`src/rtl/vmask_seq.sv`:
```
// Mask-stream sequencer: reads N = ceil(vl/DATA_WIDTH) mask words from the register file,
// optionally ANDs them with v0, trims the tail and emits one registered beat per word.
module vmask_seq #(
    parameter int DATA_WIDTH = 64,
    parameter int ADDR_WIDTH = 32,
    parameter int VL_WIDTH   = 16
) (
    input  logic                  clk,
    input  logic                  rst,
    input  logic                  start,
    input  logic [VL_WIDTH-1:0]   vl,
    input  logic                  vm,
    input  logic [ADDR_WIDTH-1:0] base_addr,
    output logic                  rd_req,
    output logic [VL_WIDTH-1:0]   rd_idx,
    input  logic                  rd_valid,
    input  logic [DATA_WIDTH-1:0] rd_vs,
    input  logic [DATA_WIDTH-1:0] rd_v0,
    output logic [DATA_WIDTH-1:0] out_m0,
    output logic                  out_valid,
    output logic                  out_end,
    output logic [ADDR_WIDTH-1:0] out_addr,
    output logic                  busy
);

    localparam int LW = $clog2(DATA_WIDTH);

    typedef enum logic [1:0] {
        IDLE  = 2'd0,
        ISSUE = 2'd1,
        FLUSH = 2'd2
    } state_t;

    state_t                state_r;
    state_t                state_nx_s;

    logic [VL_WIDTH-1:0]   vl_r;
    logic [VL_WIDTH-1:0]   n_r;
    logic [VL_WIDTH-1:0]   beat_r;
    logic [VL_WIDTH-1:0]   rd_idx_r;
    logic                  vm_r;
    logic [ADDR_WIDTH-1:0] base_r;
    logic                  pend_r;
    logic                  rd_req_r;
    logic [DATA_WIDTH-1:0] out_m0_r;
    logic                  out_valid_r;
    logic                  out_end_r;
    logic [ADDR_WIDTH-1:0] out_addr_r;
    logic                  busy_r;

    logic [VL_WIDTH:0]     vl_round_s;
    logic [VL_WIDTH-1:0]   n_s;
    logic [VL_WIDTH-1:0]   last_idx_s;
    logic [LW-1:0]         rem_s;
    logic                  start_ok_s;
    logic                  accept_s;
    logic                  last_beat_s;
    logic [DATA_WIDTH-1:0] tail_s;
    logic [DATA_WIDTH-1:0] beat_m0_s;

    // Word count, tail trimming and beat data for the current read response
    always_comb begin
        vl_round_s  = {1'b0, vl} + (VL_WIDTH+1)'(DATA_WIDTH - 1);
        n_s         = VL_WIDTH'(vl_round_s >> LW);
        last_idx_s  = n_r - VL_WIDTH'(1);
        rem_s       = vl_r[LW-1:0];
        start_ok_s  = (state_r == IDLE) && start;
        // rd_valid counts only when a request went out on the previous cycle
        accept_s    = rd_valid && pend_r;
        last_beat_s = (beat_r == last_idx_s);
        if (last_beat_s && (rem_s != {LW{1'b0}})) begin
            tail_s = ~({DATA_WIDTH{1'b1}} << rem_s);
        end else begin
            tail_s = {DATA_WIDTH{1'b1}};
        end
        beat_m0_s = rd_vs & (vm_r ? {DATA_WIDTH{1'b1}} : rd_v0) & tail_s;
    end

    // Next-state logic
    always_comb begin
        state_nx_s = state_r;
        case (state_r)
            IDLE: begin
                if (start && (vl != {VL_WIDTH{1'b0}})) begin
                    state_nx_s = ISSUE;
                end else begin
                    state_nx_s = IDLE;
                end
            end
            ISSUE: begin
                if (rd_idx_r == last_idx_s) begin
                    state_nx_s = FLUSH;
                end else begin
                    state_nx_s = ISSUE;
                end
            end
            FLUSH: begin
                // Leave only after the end beat has been on the bus for its cycle
                if (out_end_r) begin
                    state_nx_s = IDLE;
                end else begin
                    state_nx_s = FLUSH;
                end
            end
            default: state_nx_s = IDLE;
        endcase
    end

    // State register
    always_ff @(posedge clk) begin
        if (!rst) begin
            state_r <= IDLE;
        end else begin
            state_r <= state_nx_s;
        end
    end

    // Stream context, counters, read requests and registered beat outputs
    always_ff @(posedge clk) begin
        if (!rst) begin
            vl_r        <= {VL_WIDTH{1'b0}};
            n_r         <= {VL_WIDTH{1'b0}};
            beat_r      <= {VL_WIDTH{1'b0}};
            rd_idx_r    <= {VL_WIDTH{1'b0}};
            vm_r        <= 1'b0;
            base_r      <= {ADDR_WIDTH{1'b0}};
            pend_r      <= 1'b0;
            rd_req_r    <= 1'b0;
            out_m0_r    <= {DATA_WIDTH{1'b0}};
            out_valid_r <= 1'b0;
            out_end_r   <= 1'b0;
            out_addr_r  <= {ADDR_WIDTH{1'b0}};
            busy_r      <= 1'b0;
        end else begin
            if (start_ok_s) begin
                vl_r   <= vl;
                n_r    <= n_s;
                vm_r   <= vm;
                base_r <= base_addr;
                beat_r <= {VL_WIDTH{1'b0}};
            end else if (accept_s) begin
                beat_r <= beat_r + VL_WIDTH'(1);
            end
            rd_req_r <= (state_nx_s == ISSUE);
            rd_idx_r <= ((state_r == ISSUE) && (state_nx_s == ISSUE)) ?
                        rd_idx_r + VL_WIDTH'(1) : {VL_WIDTH{1'b0}};
            pend_r   <= rd_req_r;
            busy_r   <= (state_nx_s != IDLE);
            if (start_ok_s && (vl == {VL_WIDTH{1'b0}})) begin
                out_valid_r <= 1'b1;
                out_end_r   <= 1'b1;
                out_m0_r    <= {DATA_WIDTH{1'b0}};
                out_addr_r  <= base_addr;
            end else if (accept_s) begin
                out_valid_r <= 1'b1;
                out_end_r   <= last_beat_s;
                out_m0_r    <= beat_m0_s;
                out_addr_r  <= base_r;
            end else begin
                out_valid_r <= 1'b0;
                out_end_r   <= 1'b0;
                out_m0_r    <= {DATA_WIDTH{1'b0}};
                out_addr_r  <= {ADDR_WIDTH{1'b0}};
            end
        end
    end

    assign rd_req    = rd_req_r;
    assign rd_idx    = rd_idx_r;
    assign out_m0    = out_m0_r;
    assign out_valid = out_valid_r;
    assign out_end   = out_end_r;
    assign out_addr  = out_addr_r;
    assign busy      = busy_r;

endmodule
```
`config.mk`:
```
export PLATFORM = sky130hd
export DESIGN_NAME = vmask_seq
export DESIGN_NICKNAME = d
export VERILOG_FILES = /design/src/rtl/vmask_seq.sv
export SDC_FILE = /design/constraint.sdc
export NUM_CORES = 1
export LEC_CHECK = 0
export BUFFER_PORTS_ARGS = -buffer_cell sky130_fd_sc_hd__buf_2
export CAP_MARGIN = 20
export CORE_UTILIZATION = 35
export DETAILED_ROUTE_END_ITERATION = 8
export GPL_ROUTABILITY_DRIVEN = 1
export MAX_ROUTING_LAYER = met4
export PLACE_DENSITY = 0.65
export SKIP_CTS_REPAIR_TIMING = 1
export SYNTH_ARGS = -nofsm -noshare
export SYNTH_HDL_FRONTEND = slang
export SYNTH_SLANG_ARGS = --single-unit
```
`constraint.sdc`:
```
create_clock -name clk -period 7.04 [get_ports clk]
set_input_delay 0.352 -clock clk [delete_from_list [all_inputs] [get_ports clk]]
set_output_delay 0.352 -clock clk [all_outputs]
set_load 0.05 [all_outputs]
```
# After elaboration in Yosys (flattened, before gate mapping)
# Index checks and enable logic that the tools add are counted.
# totals
register_bits	185
input_bits	181
out_inout_bits	116
word_cells	55
# op_classes
add_sub_neg	4
eq_ne	5
shift	1
mux	12
n_bitwise	5
n_reduce_logical	14
# op_table
cell	count
bitwise AND 64 bit	2
2-to-1 mux 64 bit	2
2-to-1 mux 32 bit	2
inverter 64 bit	1
<< shifter 64 x 6 -> 64 bit, first input constant	1
adder 16 x 1 -> 16 bit, second input constant	2
== test 16 bit	2
adder 16 x 6 -> 17 bit, second input constant	1
logical NOT 16 bit	1
nonzero test 16 bit	1
subtractor 11 x 1 -> 12 bit, second input constant	1
logical AND 1 bit	6
one-hot mux 2 bit (3 select lines)	1
nonzero test 6 bit	1
2-to-1 mux 1 bit	5
== test 2 x 1 -> 1 bit, second input constant	2
2-to-1 mux 2 bit	2
OR reduction 3 bit	1
== test 2 bit, second input constant	1
logical NOT 2 bit	1
inverter 1 bit	2
AND reduction 2 bit	1
nonzero test 2 bit	1
OR reduction 2 bit	1

# Depth between registers and ports, before layout
# Gate-level depths: netlist of run 1.
# depth
word_depth	7
mapped_depth	11
mapped_depth_nobuf	8

# Worst setup path before layout of run 1
# No wires, ideal clock.
# synth_timing
kind	reg2reg
from	register n_r[4]
to	register out_m0_r[21], in the netlist out_m0[21]
setup_ns	0.126
t_arrival_ns	2.497
slack_ns	4.417
path_stages_with_launch	10
path_buffers	3
synth_period_minus_slack_ns	2.623
cell_sequence	dfxtp_1 > buf_2 > or4_1 > buf_2 > or4b_4 > a22oi_2 > o31ai_1 > nor4_4 > buf_6 > a31oi_1
# synth_via
elab_chain_cells	5
# synth_lines
element	line_no	text
from (decl)	38	logic [VL_WIDTH-1:0] n_r;
from (signal assigned)	122	n_r <= {VL_WIDTH{1'b0}};
from (signal assigned)	137	n_r <= n_s;
subtractor 11 x 1 -> 12 bit	65	last_idx_s = n_r - VL_WIDTH'(1);
== test 16 bit	70	last_beat_s = (beat_r == last_idx_s);
logical AND 1 bit	71	if (last_beat_s && (rem_s != {LW{1'b0}})) begin
2-to-1 mux 64 bit	71	
bitwise AND 64 bit	76	beat_m0_s = rd_vs & (vm_r ? {DATA_WIDTH{1'b1}} : rd_v0) & tail_s;
to (signal assigned)	129	out_m0_r <= {DATA_WIDTH{1'b0}};
to (signal assigned)	152	out_m0_r <= {DATA_WIDTH{1'b0}};
to (signal assigned)	157	out_m0_r <= beat_m0_s;
to (decl)	45	logic [DATA_WIDTH-1:0] out_m0_r;
# Every way passes these cells.
# A chain may end at the register's enable or synchronous reset.

# Final worst setup path of run 1
# layout_timing
from	register n_r[3]
to	register out_m0_r[32], in the netlist out_m0[32]
# Same word-level chain as after synthesis.

==> impl_metrics.json, run 1 <==
{
  "maxClockFrequency_mhz": 328,
  "antenna_left": 0,
  "setup_slack_ps": 3990,
  "dr_wl_met2_um": 12300,
  "clock_skew_ps": 12.0,
  "cp.required_ps": 7330,
  "synthCells": 906,
  "switchingPower_mw": 0.622,
  "clkPwrFrac_pct": 42.4,
  "grt.total_usage_pct": 22.0,
  "endpoint": "out_m0[32]$_SDFF_PP0_",
  "grt_remaining_overflow": 0,
  "num_vias": 7486,
  "drt-vias-per-instance": 5.13,
  "dp_hpwl_um": 18600,
  "max_stage_delay_ps": 670,
  "period_share_pct": 43.3,
  "worst_path_max_delay_cell": "or4_1",
  "grt_max_degree": 94,
  "die_height_um": 152,
  "grt_pass1_wl_um": 37400,
  "clk_latency_ps": 430,
  "worstPathArrival_ps": 3340,
  "setup_tns_ps": 0,
  "wl_um": 25100,
  "seq_area_frac_synth_pct": 47.2,
  "p_leak_nw": 4.38,
  "p_sw_share_pct": 26.5,
  "p_total_mw": 2.35,
  "place_congestion": 0.882,
  "p_comb_share_pct": 10.9,
  "critical_path.endpoint_type": "register",
  "wl_per_cell_um": 17.2,
  "root_buffer": "clkbuf_16",
  "reg2reg_to": "out_m0[32]$_SDFF_PP0_",
  "cts_buffers": 17,
  "top_layer_used": "met4",
  "drive_gt1_share_pct": 30.2,
  "clockBufferDepth": 2,
  "drtPass1Iterations": 4,
  "place_ws_ps": 3880,
  "avgSynthCellArea_um2": 8.65,
  "worst_hold_path_type": "in2reg",
  "synth_area_leaders": "dfxtp_1 (47%), a21oi_1 (7.1%), nand2_1 (6.4%), o211ai_1 (6.3%), xor2_1 (3.7%)",
  "wl_met1_um": 10900,
  "wl_met3_um": 1550,
  "reg2reg_slack_ps": 3990,
  "power_frac_seq_pct": 46.6,
  "io_pins": 297,
  "fin_util_pct": 46.1,
  "worstSetupPathType": "reg2reg",
  "slew-limit-headroom_pct": 28.6,
  "internal_power_mw": 1.72,
  "cp_max_fo": 9,
  "port_buffers": 296,
  "ys_types": 48,
  "die_area_um2": 23000,
  "cts_tree": "yes",
  "finalHoldViolations": 0,
  "worstMarginPinSlew_ps": 1070,
  "startpoint_type": "register",
  "powerDensity_nw_per_um2": 232,
  "start_util_pct": 35.8,
  "synth_nets": 1090,
  "worstRegToRegCells": 6,
  "clk_pin_slew_ps": 80,
  "core-area_um2": 21900,
  "antenna_found_initial": 1,
  "h-tree-depth": 4,
  "cts_sinks": 185,
  "maxCapViolCount": 0,
  "async_flop_share_pct": 0,
  "synth_edf_count": 0,
  "yosysTopAreaCell": "dfxtp_1",
  "die_x_um": 152,
  "r2r_start": "n_r[3]$_SDFFE_PN0P_",
  "hold_path_depth": 2,
  "detail_route.iter0.violations": 378,
  "status": "complete, no violations",
  "crit_chain": "or4_1 > nor4_1 > o311a_1 > nand4b_1 > nor4_1 > a21oi_1",
  "syn-cell-area_um2": 7840,
  "drc_errors": 0,
  "slew_violations": 0,
  "ir_worst_vdd_uv": 174,
  "setup_violations": 0,
  "synth_ff_type": "dfxtp_1",
  "startpoint": "n_r[3]$_SDFFE_PN0P_",
  "synthToLayoutAreaGrowth_pct": 28.9,
  "synth_top_area_share_pct": 47.2,
  "ys_ff_latch": 185,
  "yosys_warnings": 0,
  "holdWs_ps": 135,
  "min_period_ps": 3050,
  "grt_pass1_vias": 6981,
  "critPathMostFrequentCell": "nor4_1",
  "std_cell_rows": 54,
  "rsz0062_at_grt": "no",
  "layout.nets": 1350
}
[area by class of cell]
| cell class | instances | area [um^2] |
|---|---|---|
| diodes | 1 | 2.50 |
| clock buffers | 19 | 453 |
| clock inverters | 13 | 159 |
| fillers | 2213 | 11800 |
| inverters | 15 | 56.3 |
| multi-input cells | 640 | 3810 |
| flip-flops and latches | 185 | 3700 |
| well taps | 280 | 350 |
| repair buffers | 307 | 1560 |
[cells in the final DEF, fill, tap and decap left out, drive strengths merged, types with 3 or more instances in the layout]
master and instances:
nand4b 3, ha 3, or4 3, clkbuf 19
o21ai 28, a21o 4, or2 6, xor2 33
o21a 4, nor2b 3, inv 21, nand2 133
a211oi 8, xnor2 24, or3 10, nand3 21
and4 4, mux2i 4, nor4 13, a31oi 6
dfxtp 185, and3 9, o211ai 66, and2 9
a22o 31, nor2 63, buf 307, nor3 9
clkinv 5, a21oi 111, nand4 11, nand2b 5
[metrics by stage]
step	area, um^2	instances
5_1_grt	10100	1460
4_1_cts	10100	1458
3_3_place_gp	9480	1426
2_1_floorplan	7840	906
3_5_place_dp	9480	1426
6_report	10100	1460
[Yosys cell counts, drive strengths merged (2+ instances only)]
cell      n
xnor2    24
xnor3     2
a31oi     6
nor2b     3
a211oi    8
a22o     31
nor4     13
o31ai     2
nand4b    3
nor3b     2
nor2     63
buf      10
o21ai    28
nand2   133
o21a      4
a21oi   111
o211ai   66
dfxtp   185
and4      4
or2       6
nand2b    5
clkbuf   56
or3      10
nand3    21
mux2i     4
inv      15
nor3      9
and2      9
or4       3
ha        3
o41ai     2
nand4    11
xor2     33
and3      9
a21o      4
[flip-flops by register name (all words and copies together) (netlist names), 2 cells and up]
register  flops
out_m0       64
base_r       32
out_addr     32
beat_r       16
rd_idx       16
n_r          11
vl_r          6
state_r       2
[metal layers]
metal / vias to the layer above / GRT usage, %
li1: 3726 / -
met3: 23 / 4.16
met5: - / -
met4: 0 / 6.73
met1: 3466 / 26.8
met2: 271 / 36.6
[logic make-up (layout without fill, tap and decap cells)]
| group | after synthesis | after routing | share of synthesized area (%) |
|---|---|---|---|
| buf+inv | 81 | 354 | 4.42 |
| simple gates | 307 | 307 | 18.6 |
| xor+xnor | 59 | 59 | 6.94 |
| mux | 5 | 5 | 0.654 |
| other cells | 0 | 1 | 0 |
| fa+ha+maj | 3 | 3 | 0.479 |
| flops | 185 | 185 | 47.2 |
| compound gates | 266 | 266 | 21.7 |
[how the worst min path moves through the flow]
stage | startpoint | end | slack, ps
after floorplan | base_r[1]$_SDFFE_PN0P_ | base_r[1]$_SDFFE_PN0P_ | 440
final | base_addr[17] | out_addr[17]$_SDFF_PN0_ | 130
after global routing | base_addr[17] | out_addr[17]$_SDFF_PN0_ | 120
after global placement | rd_req$_SDFF_PN0_ | pend_r$_SDFF_PN0_ | 440
after detailed placement | rd_req$_SDFF_PN0_ | pend_r$_SDFF_PN0_ | 440
after CTS | base_addr[17] | out_addr[17]$_SDFF_PN0_ | 120
[worst max-delay path: cells and delay by family (launching register included)]
kind            cells  cell delay, ps
compound gates      2             420
flops               1             400
simple gates        4            2080
[power groups by stage]
| stage | logic (mW) | clock network (mW) | registers [mW] |
|---|---|---|---|
| after floorplan | 0.144 | 0 | 1.12 |
| after global placement | 0.253 | 0 | 1.12 |
| after detailed placement | 0.256 | 0 | 1.12 |
| after CTS | 0.258 | 1.02 | 1.09 |
| after global routing | 0.286 | 1.06 | 1.10 |
| final | 0.257 | 0.996 | 1.09 |
(Power assumes the default switching activity.)
==> run 2: changes to the inputs <==
Clock period 7.04 ns to 3 ns, I/O delays scaled along.
==> run 2 against run 1 <==
Net effect: the flow now finishes with violations (hold timing); core utilization increased by 2.8 points; count of clock-buffer cells in the layout fell by 1; highest routed layer unchanged; hold slack got worse by 150 ps; critical path type unchanged; cell count up 4.4%; die area unchanged; first-iteration DRC count is 8.7% lower; largest cell class unchanged.
==> impl_metrics.json, run 2 (same netlist as run 1, synthesis figures left out) <==
{
  "grt_pass1_wl_um": 37500,
  "maxCapViolCount": 0,
  "drt-vias-per-instance": 5.10,
  "startpoint_type": "register",
  "core-area_um2": 21900,
  "powerDensity_nw_per_um2": 510,
  "worst_path_max_delay_cell": "or4_1",
  "drive_gt1_share_pct": 29.5,
  "nFillCells": 2148,
  "path_depth": 7,
  "mostFrequentLayoutCells": "buf_2 (296), dfxtp_1 (184), nand2_1 (133), a21oi_1 (111), o211ai_1 (66)",
  "dp_hpwl_um": 19300,
  "cp.required_ps": 3290,
  "grt_pass1_vias": 6944,
  "drc_errors": 0,
  "root_buffer": "clkbuf_16",
  "synthToLayoutAreaGrowth_pct": 36.7,
  "min_period_ps": 2720,
  "antenna_left": 0,
  "std_cell_rows": 54,
  "period_share_pct": 90.5,
  "grt_remaining_overflow": 0,
  "cts_buffers": 17,
  "drtPass1Iterations": 5,
  "die_height_um": 152,
  "p_leak_nw": 4.64,
  "maxClockFrequency_mhz": 368,
  "ir_worst_vdd_uv": 381,
  "finalHoldViolations": 7,
  "cts_sinks": 185,
  "hold_path_depth": 3,
  "holdWs_ps": -12.0,
  "grt_max_degree": 56,
  "io_pins": 297,
  "status": "finished, violations left",
  "detail_route.iter0.violations": 345,
  "setup_tns_ps": 0,
  "die_x_um": 152,
  "num_vias": 7769,
  "clk_latency_ps": 430,
  "violations": "hold timing",
  "worst_hold_path_type": "in2reg",
  "wl_per_cell_um": 17.2,
  "critical_path.endpoint_type": "register",
  "rsz0062_at_grt": "no",
  "clockBufferDepth": 2,
  "antenna_found_initial": 1,
  "port_buffers": 296,
  "setup_violations": 0,
  "die_area_um2": 23000,
  "worstRegToRegCells": 7,
  "crit_chain": "or4_1 > or4b_4 > a22oi_2 > o31ai_1 > nor4_4 > buf_12 > a31oi_1",
  "cts_tree": "yes",
  "start_util_pct": 35.8,
  "largest_reg_flops": 64,
  "max_stage_delay_ps": 650,
  "slew-limit-headroom_pct": 32.9,
  "worstMarginPinSlew_ps": 1010,
  "slew_violations": 0,
  "h-tree-depth": 4,
  "place_congestion": 0.895,
  "worstPathArrival_ps": 3010,
  "grt.total_usage_pct": 22.1,
  "mostFrequentLayoutCell": "buf_2",
  "clk_pin_slew_ps": 70,
  "wl_um": 26200,
  "cp_max_fo": 33,
  "layout.nets": 1413,
  "clock_skew_ps": 16.3,
  "cp_num_buf_inv": 1,
  "crit_family": "simple AND/OR/NAND/NOR gates",
  "worstSetupPathType": "reg2reg"
}
## run 2: changes by cell type in the layout (fill, tap and decap cells not counted), sizes merged
cell	before	now
dlygate4sd3	0	53
buf	307	317
clkinv	5	8
bufinv	2	0
clkbuf	19	18
diode	1	2
## run 2: path summary, 6_finish.rpt
check / startpoint / endpoint / slack (ps)
setup / recovery: n_r[5]$_SDFFE_PN0P_ / out_m0[17]$_SDFF_PP0_ / 280
hold / removal: rd_v0[63] / out_m0[63]$_SDFF_PP0_ / -10
setup reg to reg: n_r[5]$_SDFFE_PN0P_ / out_m0[17]$_SDFF_PP0_ / 280
hold reg to reg: base_r[31]$_SDFFE_PN0P_ / base_r[31]$_SDFFE_PN0P_ / 460
## run 2: through the flow
| stage | util [%] | setup WS [ps] | cell area (um^2) | total power [mW] | std cells |
|---|---|---|---|---|---|
| 2_1_floorplan | - | 377 | 7840 | 2.97 | 906 |
| 3_3_place_gp | 43.8 | 288 | 9590 | 3.23 | 1437 |
| 3_5_place_dp | 43.8 | 204 | 9590 | 3.24 | 1437 |
| 4_1_cts | 46.5 | 183 | 10200 | 5.46 | 1469 |
| 5_1_grt | 48.9 | 71.6 | 10700 | 5.69 | 1524 |
| 6_report | 48.9 | 284 | 10700 | 5.47 | 1524 |
## run 2: power by group
part | leakage, nW | switching, mW | internal (mW) | total [mW]
clock network | 0.285 | 1.10 | 1.12 | 2.22
registers | 1.50 | 0.0613 | 2.51 | 2.57
logic | 2.85 | 0.381 | 0.290 | 0.671
## run 2: cell type report
| cell class | instances | area (um^2) | share of cell area (%) |
|---|---|---|---|
| well taps | 280 | 350 | 3.27 |
| clock inverters | 14 | 158 | 1.47 |
| repair buffers | 370 | 2190 | 20.5 |
| clock buffers | 18 | 429 | 4.01 |
| multi-input cells | 640 | 3820 | 35.6 |
| diodes | 2 | 5.00 | 0.0467 |
| flip-flops and latches | 185 | 3700 | 34.6 |
| inverters | 15 | 56.3 | 0.525 |
## run 2: layer usage
metal  GRT usage (%)  part of all wire [%]
met5               -                     0
met4            7.92                   2.0
met3            5.15                   6.7
met2            35.8                    48
met1            26.8                    43
## run 2: worst min-delay path, delay by kind of cell
kind	cells	cell delay, ps
AOI/OAI and AO/OA	1	80
buffers and inverters	1	70
and+or+nand+nor	1	80
==> run 3: changes to the inputs <==
Settings changed: CORE_UTILIZATION 35 to 49, PLACE_DENSITY 0.65 to 0.85.
==> run 3 against run 2 <==
Net effect: the run still ends with hold timing left; core utilization grew 19 points; fmax fell by 0.14%; sequential share of layout area increased by 0.76 points; via count grew 2.5%; largest cell class unchanged; highest routed layer unchanged.
==> impl_metrics.json, run 3 (same netlist as run 1, synthesis figures left out) <==
{
  "status": "finished, violations left",
  "violations": "hold timing",
  "mostFrequentLayoutCells": "buf_2 (296), dfxtp_1 (184), nand2_1 (133), a21oi_1 (111), o211ai_1 (66)",
  "multiInputGateArea_um2": 3820,
  "worst_hold_path_type": "in2reg",
  "std_cell_rows": 45,
  "slew-limit-headroom_pct": 34.8,
  "clk_pin_slew_ps": 70,
  "die_area_um2": 16500,
  "setup_slack_ps": 280,
  "critical_path.endpoint_type": "register",
  "root_buffer": "clkbuf_16",
  "drtPass1Iterations": 5,
  "min_period_ps": 2720,
  "maxCapViolCount": 0,
  "port_buffers": 296,
  "clk_latency_ps": 430,
  "grt_max_degree": 94,
  "drive_gt1_share_pct": 29.5,
  "die_x_um": 128,
  "dp_hpwl_um": 17800,
  "cts_tree": "yes",
  "synthToLayoutAreaGrowth_pct": 33.8,
  "crit_chain": "inv_1 > ha_1 > nor3b_1 > xnor2_1 > a211oi_1 > nand4b_1 > nor4_4 > buf_12 > a31oi_1",
  "grt_pass1_wl_um": 36000,
  "p_leak_nw": 4.57,
  "worst_path_max_delay_cell": "nor3b_1",
  "cp.required_ps": 3290,
  "worstPathArrival_ps": 3010,
  "worstMarginPinSlew_ps": 978,
  "num_vias": 7962,
  "regArea_um2": 3700,
  "rsz0062_at_grt": "no",
  "drt-vias-per-instance": 5.53,
  "slew_violations": 0,
  "core-area_um2": 15400,
  "cts_sinks": 185,
  "cp_max_fo": 29,
  "nFillCells": 1217,
  "setup_violations": 0,
  "drc_errors": 0,
  "max_stage_delay_ps": 440,
  "largest_reg_flops": 64,
  "mostFrequentLayoutCell": "buf_2",
  "period_share_pct": 90.7,
  "maxClockFrequency_mhz": 368,
  "grt_remaining_overflow": 0,
  "grt_pass1_vias": 7103,
  "place_ws_ps": 314,
  "clockBufferDepth": 2,
  "detail_route.iter0.violations": 487,
  "place_congestion": 0.911,
  "h-tree-depth": 4,
  "antenna_left": 0,
  "ir_worst_vdd_uv": 478,
  "powerDensity_nw_per_um2": 521,
  "wl_um": 25200,
  "grt.total_usage_pct": 29.2,
  "startpoint_type": "register",
  "clock_skew_ps": 11.8,
  "wl_per_cell_um": 17.5,
  "io_pins": 297,
  "cts_buffers": 17,
  "antenna_found_initial": 3,
  "setup_tns_ps": 0,
  "start_util_pct": 50.8,
  "die_height_um": 128,
  "worstSetupPathType": "reg2reg",
  "layout.nets": 1396,
  "holdWs_ps": -16.1,
  "finalHoldViolations": 12
}
[run 3: changes by cell type in the layout (fill, tap and decap cells not counted), moves of 2 or more]
cell           change
buf_4              -6
inv_8              +2
clkinv_2           +2
dlygate4sd3_1     -12
clkinv_4           -4
clkinvlp_4         +2
[run 3: worst paths after layout]
| kind | from | endpoint | slack [ps] | cells past startpoint |
|---|---|---|---|---|
| max reg2reg | n_r[0]$_SDFFE_PN0P_ | out_m0[2]$_SDFF_PP0_ | 280 | 9 |
| min reg2reg | base_r[22]$_SDFFE_PN0P_ | base_r[22]$_SDFFE_PN0P_ | 460 | 2 |
| max | n_r[0]$_SDFFE_PN0P_ | out_m0[2]$_SDFF_PP0_ | 280 | 9 |
| min | vl[1] | vl_r[1]$_SDFFE_PN0P_ | -20 | 3 |
[run 3: per-layer routing]
metal	global-route usage, %	routed length, um
met1	34.1	10000
met2	48.6	12500
met3	6.53	1940
met4	11.6	646
met5	-	0
[run 3: stage by stage]
stage | std cells | util [%] | instance area (um^2) | power [mW]
6_report | 1439 | 68.0 | 10500 | 5.46
5_1_grt | 1439 | 68.0 | 10500 | 5.64
2_1_floorplan | 906 | - | 7840 | 2.97
4_1_cts | 1395 | 65.2 | 10100 | 5.41
3_3_place_gp | 1363 | 61.4 | 9480 | 3.21
3_5_place_dp | 1363 | 61.4 | 9480 | 3.22
[run 3: worst max-delay path, delay by kind of cell (launching register included)]
kind | cells | cell delay [ps]
buffers and inverters | 2 | 310
xor gates and xnor gates | 1 | 110
adders and majority gates | 1 | 240
DFF | 1 | 390
AOI/OAI and AO/OA | 2 | 430
and+or+nand+nor | 3 | 1090
[run 3: area by class of cell]
class,instances,share of cell area (%)
multi-input combinational,640,36.4
sequential,185,35.3
timing repair buffer,353,19.5
clock buffer,18,4.09
tap,211,2.52
clock inverter,14,1.52
inverter,15,0.537
antenna,3,0.0716
[run 3: power by group]
part | leakage, nW | switching, mW | internal, mW
clock | 0.284 | 1.06 | 1.18
sequential | 1.50 | 0.0632 | 2.51
combinational | 2.79 | 0.375 | 0.275
total | 4.57 | 1.50 | 3.97
